**config.mk**
```make
export PLATFORM = sky130hd
export DESIGN_NAME = seq_detect_arbiter
export DESIGN_NICKNAME = d
export VERILOG_FILES = /design/src/rtl/seq_detect_arbiter.sv
export SDC_FILE = /design/constraint.sdc
export NUM_CORES = 1
export LEC_CHECK = 0
export CELL_PAD_IN_SITES_DETAIL_PLACEMENT = 0
export CELL_PAD_IN_SITES_GLOBAL_PLACEMENT = 1
export CORE_AREA = 2 2 72 74
export DETAILED_ROUTE_END_ITERATION = 16
export DIE_AREA = 0 0 74 76
export PLACE_DENSITY_LB_ADDON = 0.1
export SYNTH_ARGS = -nofsm -noshare
export SYNTH_HDL_FRONTEND = slang
export SYNTH_SLANG_ARGS = --single-unit
```
**constraint.sdc**
```tcl
create_clock -name clock -period 3 [get_ports clock]
set_input_delay 0.75 -clock clock [delete_from_list [all_inputs] [get_ports clock]]
set_output_delay 0.75 -clock clock [all_outputs]
set_load 0.02 [all_outputs]
```
**src/rtl/seq_detect_arbiter.sv**
```systemverilog
// Round-robin shared sequence detector: N_CH serial streams time-share one
// "three or more consecutive ones" next-state datapath. Each stream keeps its own 2-bit context.
module seq_detect_arbiter #(
   parameter int unsigned N_CH  = 4,
   parameter int unsigned CH_W  = 2,
   parameter int unsigned CNT_W = 16
) (
   input  logic             clock,
   input  logic             reset_n,
   input  logic             enable,
   input  logic [N_CH-1:0]  ch_clear,
   input  logic [N_CH-1:0]  req_valid,
   input  logic [N_CH-1:0]  req_bit,
   output logic [N_CH-1:0]  req_ready,
   output logic             out_valid,
   output logic [CH_W-1:0]  out_ch,
   output logic             out_hit,
   output logic [1:0]       out_state,
   output logic [CNT_W-1:0] hit_count
);

   typedef enum logic [1:0] {
      S_IDLE = 2'd0,
      S_ONE  = 2'd1,
      S_TWO  = 2'd2,
      S_RUN  = 2'd3
   } state_t;

   state_t            ctx     [N_CH];
   state_t            ctx_nxt [N_CH];
   logic [CH_W-1:0]   rr_last;
   logic [CH_W-1:0]   gnt_idx;
   logic [CH_W-1:0]   cand;
   logic              gnt_any;
   logic [N_CH-1:0]   eligible;
   state_t            sel_state;
   logic              sel_bit;
   state_t            dp_next;
   logic              dp_hit;

   // Round-robin search starting after the last granted channel; never looks at req_bit
   always_comb begin
      eligible  = req_valid & ~ch_clear & {N_CH{enable}};
      req_ready = '0;
      gnt_idx   = '0;
      gnt_any   = 1'b0;
      cand      = '0;
      for (int unsigned k = 1; k <= N_CH; k++) begin
         cand = CH_W'((32'(rr_last) + k) % N_CH);
         if (!gnt_any && eligible[cand]) begin
            gnt_any = 1'b1;
            gnt_idx = cand;
         end
      end
      if (gnt_any) req_ready[gnt_idx] = 1'b1;
   end

   // Shared next-state/hit datapath, fed by the granted channel's context and bit
   always_comb begin
      sel_state = ctx[gnt_idx];
      sel_bit   = req_bit[gnt_idx];
      dp_next   = S_IDLE;
      unique case (sel_state)
         S_IDLE:  dp_next = sel_bit ? S_ONE : S_IDLE;
         S_ONE:   dp_next = sel_bit ? S_TWO : S_IDLE;
         S_TWO:   dp_next = sel_bit ? S_RUN : S_IDLE;
         S_RUN:   dp_next = sel_bit ? S_RUN : S_IDLE;
         default: dp_next = S_IDLE;
      endcase
      dp_hit = sel_bit & ((sel_state == S_TWO) | (sel_state == S_RUN));
   end

   // Per-channel context next state: clear wins, otherwise only the granted channel advances
   always_comb begin
      for (int unsigned i = 0; i < N_CH; i++) begin
         ctx_nxt[i] = ctx[i];
         if (ch_clear[i]) begin
            ctx_nxt[i] = S_IDLE;
         end else if (gnt_any && (gnt_idx == CH_W'(i))) begin
            ctx_nxt[i] = dp_next;
         end
      end
   end

   // Context register file
   always_ff @(posedge clock or negedge reset_n) begin
      if (!reset_n) begin
         for (int unsigned i = 0; i < N_CH; i++) ctx[i] <= S_IDLE;
      end else begin
         for (int unsigned i = 0; i < N_CH; i++) ctx[i] <= ctx_nxt[i];
      end
   end

   // Arbiter pointer, registered result and saturating hit counter
   always_ff @(posedge clock or negedge reset_n) begin
      if (!reset_n) begin
         rr_last   <= CH_W'(N_CH - 1);
         out_valid <= 1'b0;
         out_ch    <= '0;
         out_hit   <= 1'b0;
         out_state <= 2'd0;
         hit_count <= '0;
      end else if (gnt_any) begin
         rr_last   <= gnt_idx;
         out_valid <= 1'b1;
         out_ch    <= gnt_idx;
         out_hit   <= dp_hit;
         out_state <= dp_next;
         if (dp_hit && (hit_count != {CNT_W{1'b1}})) begin
            hit_count <= hit_count + CNT_W'(1);
         end
      end else begin
         out_valid <= 1'b0;
      end
   end

endmodule

```
After elaboration in Yosys (flattened, before gate mapping)
Cells that the tools add are included.
- bits in registers: 32
- input port bits: 15
- output and inout port bits: 26
- logic and storage cells: 92
- reduce and logical (&&, ||, !) cells: 20
- equal/unequal tests: 7
- add/sub/neg operators: 5
- $lt $le $gt $ge: 7
- bitwise operators: 6
- mux-type cells: 37
- operators with widths (cell ; number):
    $mux 2 ; 16
    $add 16x1->16 const B ; 1
    $ne 16x16->1 const B ; 1
    $lt 2x3->1 const B ; 5
    $mux 1 ; 12
    $bmux 1 s2 ; 5
    $logic_and 1x1->1 ; 9
    $and 4x4->4 ; 2
    $eq 2x2->1 const B ; 4
    $reduce_bool 2->1 ; 4
    $pmux 2 s3 ; 1
    $add 2x1->2 const B ; 2
    $add 2x2->2 const B ; 2
    $bmux 2 s2 ; 1
    $eq 2x1->1 const B ; 2
    $logic_not 2->1 ; 2
    $mux 4 ; 1
    $not 4->4 ; 1
    $ge 3x3->1 const B ; 1
    $logic_not 1->1 ; 3
    $not 2->3 ; 1
    $demux 1 s2 ; 1
    $ge 2x1->1 const B ; 1
    $reduce_and 2->1 ; 1
    other kinds (3) ; 3

Logic depth before layout (Yosys ltp)
Gate-level depths: netlist of the first run.
- word-level depth: 24
- mapped depth: 8
- depth with buffers taken out: 7

Least setup slack after synthesis of the first run
OpenSTA, ideal clock, no wires.
- kind: input port to output port
- from: input ch_clear[3]
- to: output req_ready[3]
- setup slack: 67 ps
- path buffers: 1
- required time: 2250 ps
- data arrival time: 2183 ps
- cell stages on the path: 6
- cell sequence: nand2b_4 -> maj3_2 -> a221oi_2 -> o21ai_2 -> buf_2 -> nor2_1
- longest elaborated chain between the ends: 20
- elaborated cells on any way between the ends: 31
- those cells by class: 2 x order compare; 19 x mux; 3 x bitwise; 7 x reduce/logical
- ends and longest elaborated chain (item ; RTL line ; RTL):
    start, declared ; 11 ; input logic [N_CH-1:0] ch_clear,
    $not 4->4 * ; 43 ; eligible = req_valid & ~ch_clear & {N_CH{enable}};
    $and 4x4->4 * (2 in series) ; 43 ;
    $bmux 1 s2 ; 50 ; if (!gnt_any && eligible[cand]) begin
    $mux 1 (implied by the code) ; 50 ;
    $mux 1 ; 50 ;
    $logic_not 1->1 ; 50 ;
    $logic_and 1x1->1 ; 50 ;
    $mux 1 ; 50 ;
    [3 not listed] ; -- ;
    $logic_not 1->1 ; 50 ;
    $logic_and 1x1->1 ; 50 ;
    $mux 2 ; 50 ;
    $lt 2x3->1 (implied by the code) / $ge 2x1->1 (equally long branches) ; 55 ; if (gnt_any) req_ready[gnt_idx] = 1'b1;
    $logic_and 1x1->1 (implied by the code) ; 55 ;
    $mux 1 (implied by the code) ; 55 ;
    $demux 1 s2 ; 55 ;
    $mux 4 * ; 55 ;
    end, declared ; 14 ; output logic [N_CH-1:0] req_ready,
Mark *: on every way between the ends. The rest lies on a longest branch, timed or not. The select of a mux whose other input is x is not followed.

Final worst setup path of the first run
- from: input ch_clear[2]
- to: output req_ready[0]
- elaborated cells on any way between the ends: 31
- those cells by class: 2 x order compare; 19 x mux; 3 x bitwise; 7 x reduce/logical
- RTL lines (item ; RTL line ; RTL):
    $not 4->4 * ; 43 ;
    $and 4x4->4 * (2 in series) ; 43 ;
    $bmux 1 s2 ; 50 ;
    $mux 1 (implied by the code) ; 50 ;
    $mux 1 ; 50 ;
    $logic_not 1->1 ; 50 ;
    $logic_and 1x1->1 ; 50 ;
    $mux 1 ; 50 ;
    $logic_not 1->1 ; 50 ;
    $logic_and 1x1->1 ; 50 ;
    $mux 1 ; 50 ;
    $logic_not 1->1 ; 50 ;
    $logic_and 1x1->1 ; 50 ;
    $mux 1 * ; 50 ;
    net gnt_any ; 34 ; logic gnt_any;
    $mux 4 * ; 55 ;
Mark *: on every way through the listed nets, which the timed path passes. The rest lies on a longest branch. The select of a mux whose other input is x is not followed.

==> flow_summary.json, run 1 <==
{
  "status": "finished clean",
  "grt_most_used_layer": "met2",
  "io_pins": 41,
  "worstSetupStartpoint": "ch_clear[2]",
  "antenna_cells_inserted": 0,
  "timing.max_slew.rel_slack_pct": 67.9,
  "postCtsHoldBufs": 0,
  "drt_first_pass_iters": 6,
  "crit_buf_inv": 4,
  "setup_ws_ns": 0.0423,
  "timing.hold.worst.class": "reg -> reg",
  "gr-usage-met3_pct": 4.23,
  "synth_ff_type": "sky130_fd_sc_hd__dfrtp_1",
  "fp.coreArea_sq_mm": 0.00491,
  "timing.critical_path.required_ns": 2.25,
  "timing.hold.ws_ns": 0.492,
  "start_kind": "input port",
  "synthesized_net_count": 198,
  "cts_buffers": 5,
  "clkTransAtPathRegs_ns": 0.07,
  "grt_remaining_overflow": 0,
  "met1_usage_pct": 22.0,
  "finalSetupTns_ns": 0,
  "start_util_pct": 35.7,
  "worst_r2r_src": "rr_last[1]",
  "fp.dieW_microns": 74,
  "timing_worst_setup_path_type": "in -> out",
  "finClkSkew_ns": 0.0104,
  "worstSetupEndpoint": "req_ready[0]",
  "worst_path_most_repeated_cell": "sky130_fd_sc_hd__a21oi_4",
  "synth-warning-count": 0,
  "worst_skew_pair_latency_ns": 0.28,
  "vdd.ir_drop.worst_mv": 0.431,
  "r2r_setup_slack_ns": 0.39,
  "post-place-ws_ns": -0.631,
  "number_of_nets_with_antenna_violations_after_routing": 0,
  "flow.area_growth_from_synthesis_pct": 56.4,
  "power.density_mw_per_mm2": 493,
  "grt_pass1_wl_microns": 7770,
  "synthesis.instances": 182,
  "synth_seq_cells": 32,
  "reg2regPathDepth": 8,
  "total_leakage_power_nw": 1.26,
  "level_count_of_the_clock_h_tree": 2,
  "worst_path_max_delay_cell": "sky130_fd_sc_hd__clkdlybuf4s50_1",
  "critPathTopFamily": "buffers and inverters",
  "route.detailed.wl_per_inst_microns": 14.5,
  "number_of_global_route_vias_before_repair": 1675,
  "die_height_microns": 76,
  "viasPerCell": 4.96,
  "layout_cells_excl_fill": 336,
  "maximum_clock_rate_mhz": 338,
  "final.period_utilization_pct": 98.6,
  "fp.dieArea_sq_mm": 0.00562,
  "cap_violations": 0,
  "total_power_w": 0.00135,
  "setup_viol_count_final": 0,
  "groute.layer.met2.usage_pct": 28.8,
  "yosys.cell_types.count": 44,
  "placementRows": 26,
  "numPlacedInstances": 317,
  "gp_congestion": 0.859,
  "num_vias": 1666,
  "clock_path_buffers": 2,
  "dominant_cells_by_area_after_synthesis": "sky130_fd_sc_hd__dfrtp_1 43%, sky130_fd_sc_hd__xor2_1 7.0%, sky130_fd_sc_hd__nand2_1 6.0%",
  "crit_reg_reg_endpoint": "hit_count[1]",
  "avgSynthCellArea_sq_um": 9.64,
  "ys_seq_area_share_pct": 45.8,
  "crit_fanout": 3,
  "initial_antenna_violation_count": 0,
  "clock_tree_from_tritoncts": "yes",
  "maxSlewViolCount": 0,
  "final_net_count": 281,
  "crit_cells": 8,
  "drt-total-wl_microns": 4860,
  "grtUsageTotal_pct": 17.7,
  "pin_count_of_the_biggest_net_entering_global_routing": 33,
  "yosysTopAreaCellShare_pct": 42.8,
  "crit_path_max_incr_delay_ns": 0.52,
  "dr.first_iter.drc_count": 76,
  "post_synth_edffs": 0,
  "crit_chain": "clkdlybuf4s50_1, nand2b_4, a21oi_4, buf_4, a21oi_4, inv_1, and3_4, buf_6",
  "remaining_drc_errors": 0,
  "hold_viol": 0,
  "clock_sink_count": 32,
  "hpwlAfterDp_microns": 3350,
  "yosys.area.top_type": "sky130_fd_sc_hd__dfrtp_1",
  "setup.worst_path.end_class": "primary output",
  "drive_above_1_share_pct": 29.3,
  "syn-cell-area_sq_mm": 0.00175,
  "nFillCells": 441,
  "place.port_buffers": 40,
  "setup_repair_after_global_routing_missed_its_margin": "no",
  "crit_path_arrival_time_ns": 2.21,
  "worstMarginPinSlew_ns": 0.471,
  "clk_root_buffer_cell": "sky130_fd_sc_hd__clkbuf_8",
  "post-route-min-period_ns": 2.96,
  "async_reset_ff_share_pct": 100
}
## stage by stage
step | area (sq um) | util (%)
CTS | 2630 | 53.5
global placement | 2430 | 49.4
finish | 2740 | 55.9
floorplan | 1750 | -
global route | 2740 | 55.9
detailed placement | 2430 | 49.4
## layout by cell type (no fill, tap or decap), types with 2 or more instances in the layout
master	instances
sky130_fd_sc_hd__a21oi_4	2
sky130_fd_sc_hd__clkbuf_8	7
sky130_fd_sc_hd__a22o_1	2
sky130_fd_sc_hd__dlymetal6s2s_1	2
sky130_fd_sc_hd__nand2b_4	3
sky130_fd_sc_hd__or2_2	2
sky130_fd_sc_hd__buf_6	2
sky130_fd_sc_hd__o31ai_1	2
sky130_fd_sc_hd__a211o_1	2
sky130_fd_sc_hd__nor3_1	13
sky130_fd_sc_hd__and3_1	3
sky130_fd_sc_hd__o21ai_0	5
sky130_fd_sc_hd__xor2_1	14
sky130_fd_sc_hd__nor2b_4	2
sky130_fd_sc_hd__mux2i_4	3
sky130_fd_sc_hd__nand3_1	7
sky130_fd_sc_hd__a311oi_1	2
sky130_fd_sc_hd__clkdlybuf4s50_1	29
sky130_fd_sc_hd__nor2_2	2
sky130_fd_sc_hd__dfrtp_1	30
sky130_fd_sc_hd__o32ai_1	7
sky130_fd_sc_hd__dfstp_2	2
sky130_fd_sc_hd__nand2_1	28
sky130_fd_sc_hd__nand2b_1	2
sky130_fd_sc_hd__nand3b_1	2
sky130_fd_sc_hd__inv_1	11
sky130_fd_sc_hd__buf_4	39
sky130_fd_sc_hd__nor2_1	9
sky130_fd_sc_hd__nor4_2	2
sky130_fd_sc_hd__dlygate4sd2_1	3
sky130_fd_sc_hd__o21ai_4	2
sky130_fd_sc_hd__a31oi_1	3
## state kept, by name (all words and copies together), names as in the netlist
signal / cells
rr_last: 2
hit_count: 16
out_ch: 2
out_state: 2
ctx: 8
out_valid: 1
out_hit: 1
## how the worst min path moves through the flow
| stage | slack, ns | cells after the start | endpoint | start |
|---|---|---|---|---|
| final | 0.49 | 1 | hit_count[9] | hit_count[9] |
| after global routing | 0.52 | 1 | hit_count[9] | hit_count[9] |
| after CTS | 0.49 | 1 | hit_count[9] | hit_count[9] |
| after detailed placement | 0.48 | 1 | hit_count[9] | hit_count[9] |
| after global placement | 0.47 | 1 | hit_count[9] | hit_count[9] |
| after floorplan | 0.45 | 0 | ctx[0] | reset_n |
## layout make-up
type | instances | area, sq um | share of cell area (%)
Timing Repair Buffer | 78 | 677 | 24.7
Tap cell | 70 | 87.6 | 3.19
Clock inverter | 1 | 30.0 | 1.09
Multi-Input combinational cell | 136 | 1000 | 36.6
Inverter | 12 | 45.0 | 1.64
Sequential cell | 32 | 803 | 29.3
Clock buffer | 7 | 96.3 | 3.51
## power by group
part / total, W / switching [W] / internal [W]
sequential: 0.000523 / 0.0000436 / 0.000479
combinational: 0.000372 / 0.000185 / 0.000187
clock: 0.000457 / 0.000164 / 0.000293
## metal layers
layer  routed length, microns  vias up
met3                      184        9
met4                      104        0
met5                        0        -
li1                         -      812
met1                     2070      806
met2                     2500       39
## synth_stat cells (2+ instances only)
master and instances:
sky130_fd_sc_hd__and3_1 4, sky130_fd_sc_hd__o21ai_0 5, sky130_fd_sc_hd__a311oi_1 2, sky130_fd_sc_hd__nor3_1 13
sky130_fd_sc_hd__a21oi_2 2, sky130_fd_sc_hd__a211o_1 2, sky130_fd_sc_hd__xor2_1 14, sky130_fd_sc_hd__mux2i_1 2
sky130_fd_sc_hd__nor2b_1 3, sky130_fd_sc_hd__nand2b_1 4, sky130_fd_sc_hd__o31ai_1 2, sky130_fd_sc_hd__o32ai_1 7
sky130_fd_sc_hd__dfrtp_1 30, sky130_fd_sc_hd__a31oi_1 3, sky130_fd_sc_hd__nand2_1 28, sky130_fd_sc_hd__dfstp_2 2
sky130_fd_sc_hd__or2_2 2, sky130_fd_sc_hd__nor2_1 10, sky130_fd_sc_hd__inv_1 12, sky130_fd_sc_hd__nand3_1 7
sky130_fd_sc_hd__a221oi_2 2, sky130_fd_sc_hd__a22o_1 2, sky130_fd_sc_hd__nand3b_1 2, sky130_fd_sc_hd__nor4_1 2
## cells by family after synthesis
family                   after synthesis  share of synthesized area, %
flip-flops                            32                          45.8
adder cells (fa/ha/maj)                2                          1.36
multiplexers                           4                          3.07
AO/OA/AOI/OAI                         34                          16.0
AND/OR/NAND/NOR                       80                          22.4
XOR/XNOR                              15                          7.49
buffers and inverters                 15                          3.92
## what timing repair did
action / in CTS / in global routing
buffers inserted: 6 / 4
resized for setup: 33 / 19
setup endpoints to repair: 8 / 9
cloned: 0 / 1
pin swaps: 4 / 5
No activity file was read; power rests on OpenSTA's default activity.
==> inputs of run 2 (changes only) <==
--- a/config.mk
+++ b/config.mk
@@ -5,9 +5,11 @@
 export SDC_FILE = /design/constraint.sdc
 export NUM_CORES = 1
 export LEC_CHECK = 0
+export CAP_MARGIN = 20
 export CELL_PAD_IN_SITES_DETAIL_PLACEMENT = 0
 export CELL_PAD_IN_SITES_GLOBAL_PLACEMENT = 1
 export CORE_AREA = 2 2 72 74
+export CTS_CLUSTER_DIAMETER = 40
 export DETAILED_ROUTE_END_ITERATION = 16
 export DIE_AREA = 0 0 74 76
 export PLACE_DENSITY_LB_ADDON = 0.1
==> results of run 2 <==
Same layout as run 1: the final DEF is identical, and so are final timing and power.
